**src/rtl/hs_env_pkg.sv**
```systemverilog
// Shared types and default parameter values for the hs_env handshake test environment.
package hs_env_pkg;

   typedef enum logic [1:0] {
      IDLE   = 2'd0,
      REQ_HI = 2'd1,
      REQ_LO = 2'd2
   } prod_state_e;

   localparam int CNT_W_DEF       = 16;
   localparam int SYNC_STAGES_DEF = 2;
   localparam int TIMEOUT_DEF     = 1024;

endpackage

```
**src/rtl/hs_sync.sv**
```systemverilog
// Single-bit multi-flop synchronizer for asynchronous handshake inputs.
module hs_sync #(
   parameter int SYNC_STAGES = 2
) (
   input  logic clk,
   input  logic reset,
   input  logic d,
   output logic q
);

   logic [SYNC_STAGES-1:0] sync_q;
   logic [SYNC_STAGES-1:0] sync_d;

   // shift the raw input into the synchronizer chain
   always_comb begin
      sync_d = {sync_q[SYNC_STAGES-2:0], d};
   end

   // synchronizer flops, cleared by synchronous reset
   always_ff @(posedge clk) begin
      if (reset) begin
         sync_q <= {SYNC_STAGES{1'b0}};
      end else begin
         sync_q <= sync_d;
      end
   end

   assign q = sync_q[SYNC_STAGES-1];

endmodule

```
**src/rtl/hs_env.sv**
```systemverilog
// 4-phase handshake producer/sink environment for an asynchronous pipeline.
// Optional watchdog enabled by defining HS_ENV_TIMEOUT_EN.
module hs_env
   import hs_env_pkg::*;
#(
   parameter int CNT_W       = CNT_W_DEF,
   parameter int SYNC_STAGES = SYNC_STAGES_DEF,
   parameter int TIMEOUT     = TIMEOUT_DEF
) (
   input  logic             clk,
   input  logic             reset,
   input  logic             start,
   input  logic [CNT_W-1:0] n_tokens,
   input  logic             ai,
   input  logic             ro,
   output logic             ri,
   output logic             ao,
   output logic             busy,
   output logic             done,
   output logic [CNT_W-1:0] sent_cnt,
   output logic [CNT_W-1:0] recv_cnt,
   output logic             timeout_err
);

   logic ai_s;
   logic ro_s;

   prod_state_e      state_q, state_d;
   logic [CNT_W-1:0] n_lat_q, n_lat_d;
   logic [CNT_W-1:0] sent_q, sent_d, sent_inc;
   logic [CNT_W-1:0] recv_q, recv_d;
   logic             ri_q, ri_d;
   logic             ao_q, ao_d;
   logic             busy_q, busy_d;
   logic             done_q, done_d;

`ifdef HS_ENV_TIMEOUT_EN
   localparam int WD_W = $clog2(TIMEOUT + 1);
   logic [WD_W-1:0] wd_q, wd_d;
   logic            terr_q, terr_d;
`endif

   hs_sync #(.SYNC_STAGES(SYNC_STAGES)) u_sync_ai (.clk(clk), .reset(reset), .d(ai), .q(ai_s));
   hs_sync #(.SYNC_STAGES(SYNC_STAGES)) u_sync_ro (.clk(clk), .reset(reset), .d(ro), .q(ro_s));

   // producer next state, sink tracking and optional watchdog
   always_comb begin
      state_d  = state_q;
      n_lat_d  = n_lat_q;
      sent_d   = sent_q;
      sent_inc = sent_q + {{(CNT_W-1){1'b0}}, 1'b1};
      done_d   = 1'b0;
      case (state_q)
         IDLE: begin
            if (start) begin
               if (n_tokens != {CNT_W{1'b0}}) begin
                  n_lat_d = n_tokens;
                  sent_d  = {CNT_W{1'b0}};
                  state_d = REQ_HI;
               end else begin
                  done_d = 1'b1;
               end
            end else begin
               state_d = IDLE;
            end
         end
         REQ_HI: begin
            if (ai_s) begin
               state_d = REQ_LO;
            end else begin
               state_d = REQ_HI;
            end
         end
         REQ_LO: begin
            if (!ai_s) begin
               sent_d = sent_inc;
               if (sent_inc == n_lat_q) begin
                  state_d = IDLE;
                  done_d  = 1'b1;
               end else begin
                  state_d = REQ_HI;
               end
            end else begin
               state_d = REQ_LO;
            end
         end
         default: begin
            state_d = IDLE;
         end
      endcase

`ifdef HS_ENV_TIMEOUT_EN
      // the watchdog measures dwell time in one busy state, not total run time
      terr_d = terr_q;
      if ((state_q == IDLE) || (state_d != state_q)) begin
         wd_d = {WD_W{1'b0}};
      end else if (wd_q == WD_W'(TIMEOUT - 1)) begin
         wd_d    = {WD_W{1'b0}};
         terr_d  = 1'b1;
         state_d = IDLE;
         done_d  = 1'b0;
      end else begin
         wd_d = wd_q + {{(WD_W-1){1'b0}}, 1'b1};
      end
`endif

      ri_d   = (state_d == REQ_HI);
      busy_d = (state_d != IDLE);
      ao_d   = ro_s;
      if (ao_q && !ro_s) begin
         recv_d = recv_q + {{(CNT_W-1){1'b0}}, 1'b1};
      end else begin
         recv_d = recv_q;
      end
   end

   // producer FSM and registered outputs
   always_ff @(posedge clk) begin
      if (reset) begin
         state_q <= IDLE;
         n_lat_q <= {CNT_W{1'b0}};
         sent_q  <= {CNT_W{1'b0}};
         recv_q  <= {CNT_W{1'b0}};
         ri_q    <= 1'b0;
         ao_q    <= 1'b0;
         busy_q  <= 1'b0;
         done_q  <= 1'b0;
      end else begin
         state_q <= state_d;
         n_lat_q <= n_lat_d;
         sent_q  <= sent_d;
         recv_q  <= recv_d;
         ri_q    <= ri_d;
         ao_q    <= ao_d;
         busy_q  <= busy_d;
         done_q  <= done_d;
      end
   end

`ifdef HS_ENV_TIMEOUT_EN
   // watchdog counter and sticky error flag
   always_ff @(posedge clk) begin
      if (reset) begin
         wd_q   <= {WD_W{1'b0}};
         terr_q <= 1'b0;
      end else begin
         wd_q   <= wd_d;
         terr_q <= terr_d;
      end
   end

   assign timeout_err = terr_q;
`else
   logic unused_timeout;
   assign unused_timeout = (TIMEOUT != 0);
   assign timeout_err    = 1'b0;
`endif

   assign ri       = ri_q;
   assign ao       = ao_q;
   assign busy     = busy_q;
   assign done     = done_q;
   assign sent_cnt = sent_q;
   assign recv_cnt = recv_q;

endmodule
```
**config.mk**
```make
export PLATFORM = sky130hd
export DESIGN_NAME = hs_env
export DESIGN_NICKNAME = d
export VERILOG_FILES = /design/src/rtl/hs_env_pkg.sv /design/src/rtl/hs_sync.sv /design/src/rtl/hs_env.sv
export SDC_FILE = /design/constraint.sdc
export NUM_CORES = 1
export LEC_CHECK = 0
export ABC_CLOCK_PERIOD_IN_PS = 1980
export CAP_MARGIN = 20
export CORE_AREA = 5 5 85 87
export CTS_BUF_LIST = sky130_fd_sc_hd__clkbuf_4 sky130_fd_sc_hd__clkbuf_8
export CTS_CLUSTER_SIZE = 20
export DETAILED_ROUTE_END_ITERATION = 10
export DIE_AREA = 0 0 90 92
export GPL_TIMING_DRIVEN = 0
export MAX_ROUTING_LAYER = met4
export PLACE_DENSITY = 0.77
export SLEW_MARGIN = 10
export SYNTH_ARGS = -nofsm -noshare
export SYNTH_HDL_FRONTEND = slang
export SYNTH_HIERARCHICAL = 1
export SYNTH_SLANG_ARGS = --single-unit
```
**constraint.sdc**
```tcl
create_clock -name clk -period 1.98 [get_ports clk]
set_input_delay 0.396 -clock clk [delete_from_list [all_inputs] [get_ports clk]]
set_output_delay 0.396 -clock clk [all_outputs]
set_load 0.02 [all_outputs]
```
==> impl_metrics.ini <==
[status]
status = complete, but fails checks
violations = negative setup slack

[sta]
setup_ws_ns = -0.167
worst_slew_pin_slew_ns = 0.636
skew_ns = 0.0104
report.final.slew_viol_count = 0
setup_viol = 4
slew_headroom_pct = 57.6
hold_viol = 0
rsz0062_at_grt = yes
period_minus_slack_ns = 2.15
fmax_ghz = 0.466
hold_slack_ns = 0.360
finalCritPeriodShare_pct = 108
fin_tns_setup_ns = -0.603

[power]
peakVddDrop_mv = 0.482
p_leak_nw = 1.78
finalPower_mw = 2.78
power.density_nw_per_um2 = 628

[floorplanning]
core_um2 = 6280
rows = 29
io_pins = 58
dieWidth_um = 90
initial_core_util_pct = 48.2
die_area_um2 = 8280
die_h_um = 92

[final_layout]
final_cells = 530
fill_cells = 496
area_growth_pct = 46.2
utilization_pct = 70.4
nNetsFinal = 471
design_area_um2 = 4420
antennaDiodeCount = 0
drive_above_1_share_pct = 21.9

[routing]
drt_iter0_drc = 304
post_drt_wl_per_cell_um = 16.6
route.met3.wl_um = 648
drc = 0
dr.pass1.iters = 7
highest_layer = met4
ant_nets = 0
drt-met1-wl_mm = 3.72
vias = 3027
dr_wl_met2_mm = 4.13
wl_mm = 8.79
vias_per_cell = 5.71

[worst_setup_path]
worst_setup_path_end_kind = flop
cp-start-kind = flop
r2r_start = sent_cnt[0]
cp_max_fo = 7
reg2reg_depth = 8
cp.arrival_ns = 2.38
required_ns = 2.21
worstSetupPathType = reg -> reg
reg2reg_setup_slack_ns = -0.17
r2r-end = state_q[0]
crit_start = sent_cnt[0]

[synthesis]
ys_types = 46
syn_avg_cell_area_um2 = 8.49
synth_area_leaders = dfxtp_1 (38%), nor2_1 (7.5%), mux2i_1 (6.3%)
synth_fp_nets = 379
yosysSeqAreaShare_pct = 38.4
ys_ff_latch = 58
synth_cells = 356
ys_warn_count = 6
synth_top_cell_area_share_pct = 38.4
netlist_area_um2 = 3020
yosysTopAreaCell = dfxtp_1

[placement]
gp_congestion = 0.957
place.port_buffers = 56
dp_worst_setup_slack_ns = -1.17
dp_hpwl_mm = 5.66
post_dp_cell_area_um2 = 3760
dp.cells = 489

[clocking]
cts.path.max_buffers = 2
ctsRootBufferMaster = clkbuf_8
clk_latency_ns = 0.34
htreeDepth = 3
clkSinkCount = 58
cts_tree = done
cts_buffers = 9
ctsHoldBuffers = 0
path_clk_slew_ns = 0.07

[run]
maxCapViolCount = 0

[global_routing]
grt_pass1_vias = 2940
antenna_found_initial = 0
grt_overflow = 0
globalRouteTotalUtil_pct = 21.0
grt_max_degree = 12
grt_pass1_wl_mm = 13.9

[hold_path]
whs_endpoint = n_lat_q[5]
hold_class = in -> reg
min-delay-start = n_tokens[5]
hold_depth = 3
worst max-delay path, cell delays in order (launching register included):
cell and delay (ns):
dfxtp_4 0.40, ha_4 0.18, and3_1 0.19, clkbuf_4 0.20, a31oi_1 0.11, a311oi_2 0.28, o2111a_2 0.28, nand4_4 0.14
o211a_1 0.25
report_power, final:
part	switching, mW	internal, mW
clock	0.513	0.744
sequential	0.0280	1.19
combinational	0.152	0.149
total	0.693	2.08
repair_timing:
item | 4_1_cts | 5_1_grt
endpoints found under the hold margin | 0 | 0
gates resized for setup | 31 | 28
setup buffers | 21 | 9
setup endpoints to repair | 36 | 29
pin swaps | 16 | 21
state kept, by name, indices dropped and copies added, names as in the netlist:
signal	cells
n_lat_q	16
recv_cnt	16
sent_cnt	16
state_q	2
u_sync_ai/sync_q	2
u_sync_ro/sync_q	2
ao	1
busy	1
done	1
ri	1
worst max-delay path by stage:
stage | to | slack [ns] | depth (start not counted)
floorplan | busy | -0.02 | 7
global placement | sent_cnt[3] | -1.16 | 7
detailed placement | sent_cnt[5] | -1.17 | 7
global route | ri | -0.23 | 8
finish | state_q[0] | -0.17 | 8
CTS | busy | -0.10 | 6
logic make-up (layout without fill, tap and decap cells):
kind of cell / count (synthesis) / count (layout) / synth area share, %
and+or+nand+nor: 149 / 149 / 26.4
xor gates and xnor gates: 33 / 33 / 9.56
other: 1 / 1 / 0.124
buffers and inverters: 34 / 131 / 5.42
muxes: 19 / 19 / 6.29
adders and majority gates: 2 / 2 / 0.828
DFF: 58 / 58 / 38.4
AOI/OAI and AO/OA: 60 / 60 / 13.0
layout make-up:
| type | count | area [um2] | share of cell area (%) |
|---|---|---|---|
| buffer | 23 | 158 | 3.57 |
| clock buffer | 10 | 138 | 3.11 |
| clock inverter | 6 | 88.8 | 2.01 |
| inverter | 6 | 22.5 | 0.509 |
| multi-input combinational | 264 | 1910 | 43.2 |
| sequential | 58 | 1190 | 26.9 |
| tap | 77 | 96.3 | 2.18 |
| timing repair buffer | 86 | 817 | 18.5 |
placed cells by master, fill, tap and decap left out, drive strengths merged, types with 5 or more instances in the layout:
| cell | count |
|---|---|
| a21oi | 26 |
| a31oi | 5 |
| and4 | 5 |
| buf | 40 |
| clkbuf | 23 |
| clkdlybuf4s50 | 48 |
| dfxtp | 58 |
| dlymetal6s2s | 8 |
| inv | 7 |
| mux2i | 19 |
| nand2 | 15 |
| nand3 | 10 |
| nand4 | 14 |
| nor2 | 60 |
| nor2b | 9 |
| nor3 | 9 |
| nor4 | 8 |
| o21ai | 9 |
| xnor2 | 17 |
| xor2 | 16 |
cells in the mapped netlist, drive strengths merged:
master and count:
a2111oi 2, a21o 1, a21oi 26, a2bb2oi 2, a311oi 1, a31oi 5, and2 1, and3 4
and4 5, buf 13, clkbuf 15, conb 1, dfxtp 58, ha 2, inv 6, mux2i 19
nand2 15, nand2b 4, nand3 10, nand3b 3, nand4 14, nor2 60, nor2b 9, nor3 9
nor3b 3, nor4 8, o2111a 1, o211a 3, o211ai 3, o21a 1, o21ai 9, o21bai 1
o311ai 1, o31ai 2, o32a 1, o32ai 1, or2 1, or4 3, xnor2 17, xor2 16
layer usage:
metal / GRT usage [%] / vias to the layer above
met3: 4.66 / 30
li1: - / 1435
met4: 10.9 / 0
met5: - / -
met2: 32.9 / 145
met1: 25.4 / 1417
No activity file was read; power rests on OpenSTA's default activity.
